--- src/rtl/tcm_loader_pkg.sv ---
// Shared types and constants for the TCM loader: FSM states, command codes,
// default status bytes and the word-address range helper.
package tcm_loader_pkg;

  typedef enum logic [2:0] {
    S_IDLE = 3'd0,
    S_ADDR = 3'd1,
    S_LEN  = 3'd2,
    S_DATA = 3'd3,
    S_PC   = 3'd4,
    S_RESP = 3'd5
  } state_t;

  localparam logic [7:0] CMD_WRITE_I = 8'h01;
  localparam logic [7:0] CMD_WRITE_D = 8'h02;
  localparam logic [7:0] CMD_RUN     = 8'h03;
  localparam logic [7:0] CMD_HALT    = 8'h04;

  localparam logic [7:0] ACK_DEF = 8'hA5;
  localparam logic [7:0] NAK_DEF = 8'hEE;

  // True when a word address lies inside a memory of 2^aw words.
  function automatic logic addr_ok(input logic [29:0] addr, input int aw);
    return (addr >> aw) == 30'd0;
  endfunction

endpackage

--- src/rtl/tcm_loader_shift.sv ---
// Little-endian 32-bit byte assembler shared by every multi-byte field.
// word is the value including the byte on din, valid together with done.
module tcm_loader_shift (
  input  logic        clk,
  input  logic        reset,
  input  logic        en,
  input  logic [7:0]  din,
  output logic [31:0] word,
  output logic        done
);

  logic [31:0] sr;
  logic [1:0]  cnt;

  assign word = {din, sr[31:8]};
  assign done = en && (cnt == 2'd3);

  always_ff @(posedge clk or negedge reset) begin
    if (!reset) begin
      sr  <= 32'd0;
      cnt <= 2'd0;
    end else if (en) begin
      sr  <= word;
      cnt <= cnt + 2'd1;
    end
  end

endmodule

--- src/rtl/tcm_loader.sv ---
// Host-side TCM loader: decodes framed byte commands, writes ITCM/DTCM words,
// sets the boot PC and controls cpu_reset, answering each frame with one status byte.
//
// state  | meaning
// S_IDLE | wait for and decode a command byte
// S_ADDR | collect 4-byte start byte address
// S_LEN  | collect 4-byte word count
// S_DATA | collect 4 bytes per word, write each completed word
// S_PC   | collect 4-byte boot PC
// S_RESP | present status byte until the host accepts it
module tcm_loader
  import tcm_loader_pkg::*;
#(
  parameter int         IMEM_AW = 14,
  parameter int         DMEM_AW = 14,
  parameter logic [7:0] ACK     = ACK_DEF,
  parameter logic [7:0] NAK     = NAK_DEF
) (
  input  logic        clk,
  input  logic        reset,
  input  logic        rx_valid,
  input  logic [7:0]  rx_data,
  output logic        rx_ready,
  output logic        tx_valid,
  output logic [7:0]  tx_data,
  input  logic        tx_ready,
  output logic        mem_we_i,
  output logic        mem_we_d,
  output logic [29:0] mem_addr,
  output logic [31:0] mem_wdata,
  output logic        cpu_reset,
  output logic [31:0] reset_pc,
  output logic        busy
);

  state_t      state;
  logic        is_d;
  logic        err;
  logic [29:0] waddr;
  logic [31:0] len;

  logic        acc;
  logic        field_en;
  logic [31:0] field_word;
  logic        field_done;
  logic        wr_ok;

  assign rx_ready = (state != S_RESP);
  assign busy     = (state != S_IDLE);
  assign acc      = rx_valid && rx_ready;
  assign field_en = acc && (state inside {S_ADDR, S_LEN, S_DATA, S_PC});

  // Writes are only legal while the cpu is held and the word is inside the target TCM.
  assign wr_ok = cpu_reset && addr_ok(waddr, is_d ? DMEM_AW : IMEM_AW);

  tcm_loader_shift u_shift (
    .clk  (clk),
    .reset(reset),
    .en   (field_en),
    .din  (rx_data),
    .word (field_word),
    .done (field_done)
  );

  always_ff @(posedge clk or negedge reset) begin
    if (!reset) begin
      state     <= S_IDLE;
      is_d      <= 1'b0;
      err       <= 1'b0;
      waddr     <= 30'd0;
      len       <= 32'd0;
      tx_valid  <= 1'b0;
      tx_data   <= 8'd0;
      mem_we_i  <= 1'b0;
      mem_we_d  <= 1'b0;
      mem_addr  <= 30'd0;
      mem_wdata <= 32'd0;
      cpu_reset <= 1'b1;
      reset_pc  <= 32'd0;
    end else begin
      mem_we_i <= 1'b0;
      mem_we_d <= 1'b0;
      case (state)
        S_IDLE: begin
          if (acc) begin
            case (rx_data)
              CMD_WRITE_I: begin
                is_d  <= 1'b0;
                state <= S_ADDR;
              end
              CMD_WRITE_D: begin
                is_d  <= 1'b1;
                state <= S_ADDR;
              end
              CMD_RUN: state <= S_PC;
              CMD_HALT: begin
                cpu_reset <= 1'b1;
                tx_valid  <= 1'b1;
                tx_data   <= ACK;
                state     <= S_RESP;
              end
              default: begin
                tx_valid <= 1'b1;
                tx_data  <= NAK;
                state    <= S_RESP;
              end
            endcase
          end
        end
        S_ADDR: begin
          if (field_done) begin
            waddr <= field_word[31:2];
            state <= S_LEN;
          end
        end
        S_LEN: begin
          if (field_done) begin
            len <= field_word;
            if (field_word == 32'd0) begin
              tx_valid <= 1'b1;
              tx_data  <= err ? NAK : ACK;
              state    <= S_RESP;
            end else begin
              state <= S_DATA;
            end
          end
        end
        S_DATA: begin
          if (field_done) begin
            if (wr_ok) begin
              mem_we_i  <= !is_d;
              mem_we_d  <= is_d;
              mem_addr  <= waddr;
              mem_wdata <= field_word;
            end else begin
              err <= 1'b1;
            end
            waddr <= waddr + 30'd1;
            len   <= len - 32'd1;
            if (len == 32'd1) begin
              tx_valid <= 1'b1;
              tx_data  <= (err || !wr_ok) ? NAK : ACK;
              state    <= S_RESP;
            end
          end
        end
        S_PC: begin
          if (field_done) begin
            reset_pc  <= field_word;
            cpu_reset <= 1'b0;
            tx_valid  <= 1'b1;
            tx_data   <= ACK;
            state     <= S_RESP;
          end
        end
        S_RESP: begin
          if (tx_ready) begin
            tx_valid <= 1'b0;
            err      <= 1'b0;
            state    <= S_IDLE;
          end
        end
        default: state <= S_IDLE;
      endcase
    end
  end

endmodule

--- config.mk ---
export PLATFORM = sky130hd
export DESIGN_NAME = tcm_loader
export DESIGN_NICKNAME = d
export VERILOG_FILES = /design/src/rtl/tcm_loader_pkg.sv /design/src/rtl/tcm_loader_shift.sv /design/src/rtl/tcm_loader.sv
export SDC_FILE = /design/constraint.sdc
export NUM_CORES = 1
export LEC_CHECK = 0
export ABC_AREA = 1
export CAP_MARGIN = 20
export CORE_MARGIN = 5
export CORE_UTILIZATION = 61
export CTS_CLUSTER_SIZE = 24
export DETAILED_ROUTE_END_ITERATION = 10
export PLACE_DENSITY = 0.86
export SETUP_SLACK_MARGIN = 0.02
export SKIP_CTS_REPAIR_TIMING = 1
export SYNTH_ARGS = -nofsm -noshare
export SYNTH_HDL_FRONTEND = slang
export SYNTH_HIERARCHICAL = 1
export SYNTH_SLANG_ARGS = --single-unit
--- constraint.sdc ---
create_clock -name clk -period 6.42 [get_ports clk]
set_clock_uncertainty 0.05 [all_clocks]
set_input_delay 0.963 -clock clk [delete_from_list [all_inputs] [get_ports clk]]
set_output_delay 0.963 -clock clk [all_outputs]
set_load 0.02 [all_outputs]
==> summary.md <==
| Metric | Value |
|---|---|
| Startpoint Class | `register` |
| Max-slew headroom | `35.43%` |
| Min-Delay Path Class | `register to register` |
| CTS tree | `done` |
| Final setup viols | `0` |
| Compound-Gate Fraction of Synth Area | `12.51%` |
| Critical path launch point | `state[0]$_DFFE_PN0P_` |
| Rows | `47` |
| Most frequent cells in the layout | `nand2_1, nor2_1, dfrtp_1, inv_1, clkdlybuf4s50_1` |
| Async S/R FF share, synth | `100.0%` |
| Clk sink count | `194` |
| Fmax | `275.6 MHz` |
| Number of synthesized register bits | `194` |
| CP required | `6.67 ns` |
| Final Max Slew Viols | `0` |
| Largest net degree at the start of global routing | `84` |
| Final Hold Violating Endpoints | `0` |
| Initial Util | `61.86%` |
| Placed Area | `11,320 µm²` |
| Routed vias/inst | `5.628` |
| Mean Syn Cell Area | `7.589 µm²` |
| Initial DRC count | `937` |
| Most common cell after layout, fill and taps aside | `nand2_1` |
| Post-route ant nets | `0` |
| First-pass DRT Iterations | `6` |
| Die Area | `19,450 µm²` |
| Worst-Skew Late Latency | `0.45 ns` |
| Mux contribution to synthesized area | `0%` |
| Distinct cells, synth | `43` |
| Area Growth Syn to Fin | `16.60%` |
| Yosys warnings | `6` |
| CP max FO | `83` |
| HP Start | `is_d$_DFFE_PN0P_` |
| Cell at the root of the clock tree | `clkbuf_16` |
| # IOs | `120` |
| Largest family of logic cells by synthesized area | `simple AND/OR/NAND/NOR gates` |
| Worst setup path category | `register to register` |
| Residual DRC count | `0` |
| PD cells | `256.3 nW/µm²` |
| Longest Clk Path Bufs | `2` |
| Post-Synth Simple-Gate Area | `28.65%` |
| First-pass GRT wire length | `46.01 mm` |
| CP Capture Type | `register` |
| Port buffer count | `118` |
| Maximum Capacitance Violations | `0` |
| Min cycle time layout | `3.628 ns` |
| Wire length per cell | `16.80 µm` |
| Mapped Area | `10,220 µm²` |
| Synth Area in Adders | `0.4896%` |
| Vias in the first global route | `8,986` |
| Core ar. | `16,520 µm²` |
| Diode count | `0` |
| Synth Flop Type | `dfrtp_1` |
| Register area share after synthesis | `47.50%` |
| Final wirelength | `28.00 mm` |
| Total track usage | `29.19%` |
| RSZ-0062 raised after global routing | `false` |
| Detailed placement HPWL | `19.95 mm` |
| Vias post-DR | `9,377` |
| Worst Tran Pin Value | `0.9686 ns` |
| Post-Syn Nets | `1,363` |
| Status | `complete, no violations` |
| Design area | `11,920 µm²` |
| Ratio of cells with drive above 1 in the final layout | `7.815%` |
| Critical Path AT | `3.88 ns` |
| CTS H-Tree Depth | `4` |
| DIE HEIGHT | `139.5 µm` |
| Period utilisation layout | `56.51%` |
| DIE WIDTH | `139.5 µm` |
| CTS Buf Count | `17` |
| Synth Area in XOR/XNOR | `1.028%` |
| Synthesized instance count | `1,347` |
| Leakage power | `5.950 nW` |
| Initial antenna violation count | `0` |
| Final TNS setup | `0 ns` |
| Post-synth EDFFs | `0` |
| Clk slew on worst S/H paths | `0.08 ns` |
| Launch point of the worst reg-to-reg path | `state[0]$_DFFE_PN0P_` |
| Gr ovfl total | `0` |
| Max IR drop VDD | `236.2 µV` |
| Final weighted congestion in routability-driven placement | `0.9739` |
| Final nets | `1,449` |
-- kinds of logic (layout without fill, tap and decap cells) --
kind of cell,Yosys count,in the layout
AND/OR/NAND/NOR,720,720
adder cells (fa/ha/maj),4,4
XOR/XNOR,12,12
other,1,1
AO/OA/AOI/OAI,207,207
flip-flops,194,194
buffers and inverters,209,308
-- stage by stage --
step                util (%)  total power, mW  worst slack (ns)  std cells  hold slack [ns]
floorplan                  -            1.808             3.877       1347           0.3532
detailed placement     68.50            1.972             2.531       1634           0.3637
CTS                    72.13            3.044             2.900       1666           0.3862
global placement       68.50            1.953             2.586       1634           0.3753
finish                 72.13            3.055             2.792       1666           0.3904
global route           72.13            3.192             2.585       1666           0.4172
-- worst max-delay path, cell delays in order, from the launching register on --
cell and delay, ns:
dfrtp_1 0.60, inv_1 0.29, nor2_4 0.17, buf_4 0.70, inv_2 0.37, nor2_2 0.23, nand2_4 0.35, buf_4 0.47
nand2_1 0.13, o21ai_0 0.09
-- cell usage after synthesis, drive strengths merged (2+ instances only) --
cell | instances | share of area, %
nand2 | 420 | 16
nor2 | 221 | 8.5
dfrtp | 193 | 47
inv | 150 | 5.6
o21ai | 131 | 7.6
buf | 49 | 3.8
nand3 | 45 | 2.2
a21oi | 23 | 1.1
a21boi | 21 | 1.5
nor3 | 18 | 1.0
a22oi | 17 | 1.2
xor2 | 11 | 0.94
nand4 | 10 | 0.61
clkbuf | 9 | 0.33
a31oi | 5 | 0.31
ha | 4 | 0.49
o22ai | 4 | 0.24
nand3b | 3 | 0.22
o2bb2ai | 2 | 0.17
or2 | 2 | 0.12
-- metal layers --
metal | share of wire [%] | GRT usage, % | routed length, µm
met4 | 3.1 | 11.02 | 867
met3 | 8.1 | 5.660 | 2278
met2 | 48 | 47.84 | 13330
met1 | 41 | 38.81 | 11530
met5 | 0 | 0 | 0
-- worst paths after layout --
kind	slack, ns	cells after the start	to
setup / recovery	2.79	9	mem_addr[1]$_DFFE_PN0P_
hold / removal	0.39	1	mem_we_i$_DFF_PN0_
setup reg to reg	2.79	9	mem_addr[1]$_DFFE_PN0P_
hold reg to reg	0.39	1	mem_we_i$_DFF_PN0_
max in group asynchronous	4.61	2	waddr[1]$_DFFE_PN0P_
min in group asynchronous	0.42	1	mem_addr[20]$_DFFE_PN0P_
-- sequential cells by signal, summed over array words and instances, names as in the netlist, 2 cells and up --
name,count
u_shift/sr,24
mem_wdata,32
waddr,30
mem_addr,30
state,3
reset_pc,32
u_shift/cnt,2
len,32
tx_data,3
-- power breakdown --
group | switching (mW) | internal, mW | total [mW] | leakage (nW)
sequential | 0.0964 | 1.31 | 1.41 | 2.32
combinational | 0.396 | 0.172 | 0.568 | 3.34
clock | 0.515 | 0.565 | 1.08 | 0.290
total | 1.01 | 2.05 | 3.05 | 5.95
-- area by class of cell --
class	count	area [µm²]
Fill cell	1275	4606
Timing Repair Buffer	125	1237
Clock inverter	14	160.2
Sequential cell	194	4856
Inverter	151	574.3
Clock buffer	18	439.2
Multi-Input combinational cell	944	4377
Tap cell	220	275.3
Power figures use the tool's default switching activity.
